<file path="src/rtl/wb_pkg.sv">
// Shared definitions for the two-master Wishbone arbiter: FSM encoding,
// owner identifiers and watchdog counter width.
package wb_pkg;

    typedef enum logic {
        IDLE = 1'b0,
        BUSY = 1'b1
    } arb_state_t;

    localparam int WDOG_W = 8;

    localparam logic OWNER_M0 = 1'b0;
    localparam logic OWNER_M1 = 1'b1;

    function automatic logic [1:0] owner_grant(input logic owner);
        return (owner == OWNER_M1) ? 2'b10 : 2'b01;
    endfunction

endpackage

</file>
<file path="src/rtl/wb_watchdog.sv">
// Bus-cycle watchdog: counts unanswered strobe cycles and fires a one-cycle
// pulse when the count reaches the limit. A limit of 0 disables it.
module wb_watchdog
    import wb_pkg::*;
#(
    parameter int timeout_cycles = 255
) (
    input  logic clk,
    input  logic reset_n,
    input  logic active,
    input  logic ack,
    input  logic err,
    output logic fire
);

    localparam logic [WDOG_W-1:0] LIMIT   = WDOG_W'(timeout_cycles);
    localparam logic              ENABLED = (timeout_cycles != 0);

    logic [WDOG_W-1:0] count;

    // An ack in the firing cycle wins, so the slave response is never overridden.
    assign fire = ENABLED && active && !ack && (count == LIMIT);

    always_ff @(posedge clk or negedge reset_n) begin
        if (!reset_n) begin
            count <= '0;
        end else if (!active || ack || err || fire) begin
            count <= '0;
        end else begin
            count <= count + 1'b1;
        end
    end

endmodule

</file>
<file path="src/rtl/wb_arb2.sv">
// Two-master round-robin Wishbone arbiter in front of a single shared slave,
// with non-preemptive ownership and a per-cycle watchdog.
module wb_arb2
    import wb_pkg::*;
#(
    parameter int timeout_cycles = 255
) (
    input  logic        clk,
    input  logic        reset_n,

    input  logic [31:0] m0_adr_i,
    input  logic [31:0] m0_dat_i,
    output logic [31:0] m0_dat_o,
    input  logic [3:0]  m0_sel_i,
    input  logic        m0_we_i,
    input  logic        m0_cyc_i,
    input  logic        m0_stb_i,
    output logic        m0_ack_o,
    output logic        m0_err_o,

    input  logic [31:0] m1_adr_i,
    input  logic [31:0] m1_dat_i,
    output logic [31:0] m1_dat_o,
    input  logic [3:0]  m1_sel_i,
    input  logic        m1_we_i,
    input  logic        m1_cyc_i,
    input  logic        m1_stb_i,
    output logic        m1_ack_o,
    output logic        m1_err_o,

    output logic [31:0] s_adr_o,
    output logic [31:0] s_dat_o,
    output logic [3:0]  s_sel_o,
    output logic        s_we_o,
    output logic        s_cyc_o,
    output logic        s_stb_o,
    input  logic [31:0] s_dat_i,
    input  logic        s_ack_i,
    input  logic        s_err_i,

    output logic [1:0]  grant_o,
    output logic        timeout_o
);

    arb_state_t state;
    logic       owner;
    logic       pick;
    logic       busy;
    logic       owner_cyc;
    logic       owner_stb;
    logic       wd_active;
    logic       wd_fire;

    // On a tie the master that did not own the bus last time gets it.
    assign pick = (m0_cyc_i && m1_cyc_i) ? ~owner : m1_cyc_i;

    always_ff @(posedge clk or negedge reset_n) begin
        if (!reset_n) begin
            state   <= IDLE;
            owner   <= OWNER_M1;
            grant_o <= 2'b00;
        end else begin
            case (state)
                IDLE: begin
                    if (m0_cyc_i || m1_cyc_i) begin
                        state   <= BUSY;
                        owner   <= pick;
                        grant_o <= owner_grant(pick);
                    end
                end
                BUSY: begin
                    if (!owner_cyc) begin
                        state   <= IDLE;
                        grant_o <= 2'b00;
                    end
                end
                default: begin
                    state   <= IDLE;
                    grant_o <= 2'b00;
                end
            endcase
        end
    end

    assign busy      = (state == BUSY);
    assign owner_cyc = (owner == OWNER_M1) ? m1_cyc_i : m0_cyc_i;
    assign owner_stb = (owner == OWNER_M1) ? m1_stb_i : m0_stb_i;
    assign wd_active = busy && owner_cyc && owner_stb;

    wb_watchdog #(
        .timeout_cycles(timeout_cycles)
    ) u_watchdog (
        .clk     (clk),
        .reset_n (reset_n),
        .active  (wd_active),
        .ack     (s_ack_i),
        .err     (s_err_i),
        .fire    (wd_fire)
    );

    // The select only changes on a grant, so in IDLE the last owner's signals stay on the bus.
    assign s_adr_o = (owner == OWNER_M1) ? m1_adr_i : m0_adr_i;
    assign s_dat_o = (owner == OWNER_M1) ? m1_dat_i : m0_dat_i;
    assign s_sel_o = (owner == OWNER_M1) ? m1_sel_i : m0_sel_i;
    assign s_we_o  = (owner == OWNER_M1) ? m1_we_i  : m0_we_i;
    assign s_cyc_o = busy && owner_cyc;
    assign s_stb_o = wd_active && !wd_fire;

    assign m0_dat_o = s_dat_i;
    assign m1_dat_o = s_dat_i;

    assign m0_ack_o = busy && (owner == OWNER_M0) && s_ack_i;
    assign m1_ack_o = busy && (owner == OWNER_M1) && s_ack_i;
    assign m0_err_o = busy && (owner == OWNER_M0) && (s_err_i || wd_fire);
    assign m1_err_o = busy && (owner == OWNER_M1) && (s_err_i || wd_fire);

    assign timeout_o = wd_fire;

endmodule

</file>
<file path="config.mk">
export PLATFORM = sky130hd
export DESIGN_NAME = wb_arb2
export DESIGN_NICKNAME = d
export VERILOG_FILES = /design/src/rtl/wb_pkg.sv /design/src/rtl/wb_watchdog.sv /design/src/rtl/wb_arb2.sv
export SDC_FILE = /design/constraint.sdc
export NUM_CORES = 1
export LEC_CHECK = 0
export BUFFER_PORTS_ARGS = -buffer_cell sky130_fd_sc_hd__buf_4
export CORE_AREA = 2 2 124 126
export DETAILED_ROUTE_END_ITERATION = 16
export DIE_AREA = 0 0 126 128
export PLACE_DENSITY_LB_ADDON = 0.25
export SLEW_MARGIN = 20
export SYNTH_ARGS = -nofsm -noshare
export SYNTH_HDL_FRONTEND = slang
export SYNTH_HIERARCHICAL = 1
export SYNTH_SLANG_ARGS = --single-unit
</file>
<file path="constraint.sdc">
create_clock -name clk -period 3.58 [get_ports clk]
set_input_delay 0.179 -clock clk [delete_from_list [all_inputs] [get_ports clk]]
set_output_delay 0.179 -clock clk [all_outputs]
set_load 0.01 [all_outputs]
</file>
=== Word-level counts from Yosys, hierarchy flattened ===
Cells that the tools add are included.

* Bits in writable memories: 0
* ROM bits: 0
* Bits in latches: 0
* Memories: 0
* Output and inout bits: 142
* Bits in registers: 12
* Bits of input ports: 178

* Order comparisons: 0
* Div/mod/pow operators: 0
* Equal/unequal tests: 3
* Multiply operators: 0
* Shift-type cells: 0
* Reductions and logical operators: 22
* $add $sub $neg: 1
* Bitwise operators: 2
* Multiplexer cells: 15

{| class="wikitable"
|+ Operator list
! kind !! count
|-
| 32-bit two-way mux || 2
|-
| 1-bit logical AND || 12
|-
| 8-bit by 1-bit adder with 8-bit output, second input constant || 1
|-
| 8-bit equality test, second input constant || 1
|-
| 8-bit two-way mux || 1
|-
| 1-bit two-way mux || 6
|-
| 2-bit two-way mux || 3
|-
| 1-bit logical OR || 5
|-
| 4-bit two-way mux || 1
|-
| 2-bit inequality test, second input constant || 2
|-
| 2-bit case mux with 2 select lines || 1
|-
| 2-bit AND reduction || 2
|-
| 1-bit logical NOT || 3
|-
| 1-bit NOT || 2
|-
| 1-bit case mux with 2 select lines || 1
|}

=== Depth between registers and ports, before layout ===
* Word-level depth: 8
* Mapped depth: 8

=== Modules after synthesis ===
The synthesis kept the hierarchy.

{| class="wikitable"
|+ Modules (own cells, without submodules)
! module !! area an instance (µm²) !! instances !! seq. area each (µm²) !! cells each
|-
| wb_arb2 || 1621.6 || 1 || 101.3 || 175
|-
| wb_watchdog || 407.9 || 1 || 200.2 || 41
|}

=== Worst setup path before layout ===
OpenSTA, ideal clock, no wires.

* Path type: register to output
* From: reg owner
* To: out m1_err_o
* Data required time: 3.401 ns
* Cell stages (with the launch flop): 9
* Buffers on the path: 3
* Arrival time: 2.087 ns
* Slack: 1.314 ns
* Path through: dfstp_2 > buf_6 > buf_6 > buf_6 > nand4_1 > nand2_1 > nand2b_1 > nor4_1 > o211a_1

* Longest elaborated chain between the ends: 7
* Elaborated cells on any way between the ends: 9
* Those cells by class: mux: 2; reduce/logical: 7

{| class="wikitable"
|+ RTL lines
! item !! line !! source
|-
| start, declared || wb_arb2.sv:46 || <nowiki>logic owner;</nowiki>
|-
| start signal, assigned || wb_arb2.sv:67 || <nowiki>owner <= pick;</nowiki>
|-
| 1-bit two-way mux || wb_arb2.sv:86 || <nowiki>assign owner_cyc = (owner == OWNER_M1) ? m1_cyc_i : m0_cyc_i;</nowiki>
|-
| 1-bit logical AND || wb_arb2.sv:88 || <nowiki>assign wd_active = busy && owner_cyc && owner_stb;</nowiki>
|-
| 1-bit logical AND * || wb_arb2.sv:88 ||
|-
| net wd_active || wb_arb2.sv:51 || <nowiki>logic wd_active;</nowiki>
|-
| 1-bit logical AND * (2 in a row) || wb_watchdog.sv:22 || <nowiki>assign fire = ENABLED && active && !ack && (count == LIMIT);</nowiki>
|-
| net timeout_o || wb_arb2.sv:42 || <nowiki>output logic timeout_o</nowiki>
|-
| 1-bit logical OR * || wb_arb2.sv:115 || <nowiki>assign m1_err_o = busy && (owner == OWNER_M1) && (s_err_i || wd_fire);</nowiki>
|-
| 1-bit logical AND * || wb_arb2.sv:115 ||
|-
| end, declared || wb_arb2.sv:29 || <nowiki>output logic m1_err_o,</nowiki>
|}

Mark *: on every way through the listed nets, which the timed path passes. The rest lies on a longest branch.

=== Worst setup path in the final report ===
* From: reg owner
* To: out m1_err_o

* Longest elaborated chain between the ends: 7
* Elaborated cells on any way between the ends: 9
* Those cells by class: mux: 2; reduce/logical: 7

{| class="wikitable"
|+ RTL lines
! item !! line
|-
| 1-bit two-way mux || wb_arb2.sv:86
|-
| 1-bit logical AND || wb_arb2.sv:88
|-
| 1-bit logical AND * || wb_arb2.sv:88
|-
| net wd_active || wb_arb2.sv:51
|-
| 1-bit logical AND * (2 in a row) || wb_watchdog.sv:22
|-
| 1-bit logical OR * || wb_arb2.sv:115
|-
| 1-bit logical AND * || wb_arb2.sv:115
|}

Marked as above.

==> Implementation_results.wiki <==
{| class="wikitable"
! Metric !! Value
|-
| Clock period minus final worst setup slack || 2.599 ns
|-
| Area growth syn-to-layout || 71.27%
|-
| RSZ-0062 raised after global routing || no
|-
| Syn Nets || 395
|-
| Number of antenna violations at the first check in global routing || 0
|-
| Worst Path Max Fanout || 38
|-
| Placeable core region || around 15000 sq um
|-
| Setup violations, final || 0
|-
| Required time of the critical path || 3.40 ns
|-
| Clk buf depth || 2
|-
| Count of input and output buffers || between 200 and 250
|-
| First-pass iteration count of the detailed router || 4
|-
| Die Ht || roughly 130 um
|-
| Static power due to leakage || ~0.0017 uW
|-
| Post-DR vias/cell || just under 4
|-
| Maximum frequency from static timing analysis || 0.3848 GHz
|-
| Warnings, synthesis || 6
|-
| # H-tree levels || 1
|-
| Global placement routability congestion || about 0.69
|-
| Number of enable flip-flop cells after synthesis || 0
|-
| Crit-path slowest cell || sky130_fd_sc_hd__dfstp_4
|-
| Final net count || 549
|-
| Starting density of the core || 13.65%
|-
| Category of the worst setup path launch point || register
|-
| Cells along the critical path || nand4_1 > nand2_1 > nand2b_1 > nor4_1 > o211a_1 > buf_4
|-
| Global-route wire length before repair || ~13000 um
|-
| Antenna Nets Post-Route || 0
|-
| Accumulated negative setup slack || 0 ns
|-
| Arrival time at the worst endpoint || roughly 2.4 ns
|-
| Proportion of synthesized chip area in sequential cells || about 15%
|-
| GRT overflow || 0
|-
| TritonCTS buffer count || 3
|-
| Share of synthesized registers carrying an async set or reset || between 90% and 100%
|-
| Post-Synthesis Mean Instance Area || 9.396 sq um
|-
| Highest ir drop seen on vdd || approximately 0.00018 V
|-
| Routed via count || between 2k and 2.5k
|-
| Combined flip-flop and latch cell area || 305.3 sq um
|-
| Largest net degree at the start of global routing || 44
|-
| Diodes inserted || 0
|-
| Kind of critical path || register to primary output
|-
| Number of hold buffers added after CTS || 1
|-
| Overall Global Routing Usage || between 10% and 20%
|-
| Die width || 126 um
|-
| Count of non-filler cells in the finished layout || ~560
|-
| Slew at the pin with the worst max-slew slack || ~0.56 ns
|-
| Detailed Route WL || ~9300 um
|-
| Status || finished clean
|-
| Drt wl/cell || 16.71 um
|-
| Category of the worst setup path capture point || primary output
|-
| Most instantiated flip-flop cell in the synthesis netlist || sky130_fd_sc_hd__dfrtp_1
|-
| Filler cell count in the final layout || 1637
|-
| Worst min-delay path class || input port to register
|-
| Clock-pin slew on the worst setup and hold paths || about 0.040 ns
|-
| Leading cell types by total area after synthesis || sky130_fd_sc_hd__mux2_2 (37%), sky130_fd_sc_hd__buf_4 (26%), sky130_fd_sc_hd__dfrtp_1 (14%)
|-
| Clk sinks || 12
|-
| Fraction of post-synthesis cell area in the top cell type by area || around 37%
|-
| Total count of max-transition violations in the final report || 0
|-
| Worst-case headroom to the max-slew limit || between 60% and 70%
|-
| Top-level port count || 320
|-
| Clock tree from TritonCTS || yes
|-
| FF+latch count, synth || 12
|-
| Max-cap violation count || 0
|-
| Final hold violations || 0
|-
| Die ar. || approximately 16000 sq um
|-
| Cell Area, Synth || roughly 2000 sq um
|-
| Area used by multi-input combinational logic || approximately 1100 sq um
|-
| Remaining routing DRC violations || 0
|-
| Half-perimeter wire length of the detailed placement result || between 8000 and 9000 um
|-
| Number of standard-cell rows in the floorplan || 45
|-
| Placed insts || 552
|-
| Worst clock skew || 0.004294 ns
|-
| Library cells used by synthesis || 35
|-
| Clock Latency Late Sink || between 0.2 and 0.25 ns
|-
| Setup Fix Bufs, Post-CTS || 0
|-
| Iteration-0 DRC count of the detailed router || 29
|-
| Power density normalized to cell area || approximately 500 nW/um^2
|-
| Final clock period utilization by the worst path || ~73%
|-
| Number of cells upsized or downsized after cts || 0
|-
| Largest stage delay on the critical path || 0.90 ns
|-
| Dominant cell type by area after synthesis || sky130_fd_sc_hd__mux2_2
|-
| Top-count cell post-synth || sky130_fd_sc_hd__buf_4
|-
| Fraction of layout cells with a size suffix above 1 || about 82%
|-
| Synth Instances || roughly 220
|-
| Vias in the first global route || 2013
|-
| Ranking of synthesized cells by instance count || sky130_fd_sc_hd__buf_4 (70), sky130_fd_sc_hd__mux2_2 (66), sky130_fd_sc_hd__dfrtp_1 (11)
|-
| Library cell used as clock root buffer || sky130_fd_sc_hd__clkbuf_16
|}
power by group:
group | internal, uW | total, uW | switching (uW)
Combinational | 734 | 1250 | 518
Sequential | 166 | 267 | 101
Clock | 169 | 231 | 61.8
metrics by stage:
stage	setup WS [ns]	hold slack (ns)	power (uW)	area [sq um]	utilization [%]
CTS	0.9357	0.1803	1784	3476	23.38
floorplan	1.314	-0.1166	1002	2029	-
finish	0.9812	0.1772	1750	3476	23.38
global route	0.7356	0.2023	1867	3476	23.38
global placement	1.224	0.03232	1536	3377	22.72
detailed placement	1.205	0.03491	1546	3377	22.72
cells in the final DEF (no fill, tap or decap), types with 2 or more instances in the layout:
master / n
sky130_fd_sc_hd__a21oi_1: 4
sky130_fd_sc_hd__a31oi_1: 5
sky130_fd_sc_hd__buf_4: 224
sky130_fd_sc_hd__clkbuf_16: 3
sky130_fd_sc_hd__dfrtp_1: 11
sky130_fd_sc_hd__inv_1: 2
sky130_fd_sc_hd__mux2_2: 66
sky130_fd_sc_hd__mux2_4: 3
sky130_fd_sc_hd__nand2_1: 6
sky130_fd_sc_hd__nand3_1: 4
sky130_fd_sc_hd__nand4_1: 3
sky130_fd_sc_hd__nor2_1: 9
sky130_fd_sc_hd__nor3b_1: 2
sky130_fd_sc_hd__o311ai_0: 3
sky130_fd_sc_hd__or3_1: 3
sky130_fd_sc_hd__xor2_1: 2
state kept, by name, indices dropped and copies added, names as in the netlist:
signal            flops
owner                 1
busy                  1
u_watchdog/count      8
grant_o               2
worst max-delay path, delay by kind of cell, from the launching register on:
family	cells	cell delay [ns]
buffers and inverters	1	0.11
DFF	1	0.90
and+or+nand+nor	4	0.92
AOI/OAI and AO/OA	1	0.24
final timing paths:
path	start	end	slack, ns	depth (start not counted)
max in group asynchronous	reset_n	owner$_DFFE_PN1P_	3.04	2
min in group asynchronous	reset_n	u_watchdog/count[5]$_DFF_PN0_	0.31	2
max reg2reg	owner$_DFFE_PN1P_	grant_o[1]$_DFFE_PN0P_	1.56	4
max	owner$_DFFE_PN1P_	m1_err_o	0.98	6
min reg2reg	u_watchdog/count[0]$_DFF_PN0_	u_watchdog/count[0]$_DFF_PN0_	0.49	1
min	m0_cyc_i	owner$_DFFE_PN1P_	0.18	2
layout make-up:
cell class / count / area share (%)
Clock buffer: 4 / 2.556
Sequential cell: 12 / 8.783
Multi-Input combinational cell: 126 / 33.01
Inverter: 2 / 0.2160
Timing Repair Buffer: 225 / 48.67
Tap cell: 188 / 6.767
logic make-up after synthesis:
group | Yosys count | synth area share [%]
buffers and inverters | 78 | 28.61
multiplexers | 70 | 39.33
AND/OR/NAND/NOR | 35 | 9.126
AO/OA/AOI/OAI | 17 | 6.166
flip-flops | 12 | 14.86
XOR/XNOR | 3 | 1.295
adder cells (fa/ha/maj) | 1 | 0.6164
metal layers:
metal | track usage, % | vias up | part of all wire, % | routed length [um]
met5 | 0 | - | 0 | 0
met4 | 1.228 | 0 | 0.45 | 42
met3 | 9.057 | 6 | 20 | 1868
met2 | 15.02 | 177 | 43 | 4037
met1 | 11.46 | 954 | 36 | 3359
li1 | - | 1006 | - | -
No activity file was read; power rests on OpenSTA's default activity.
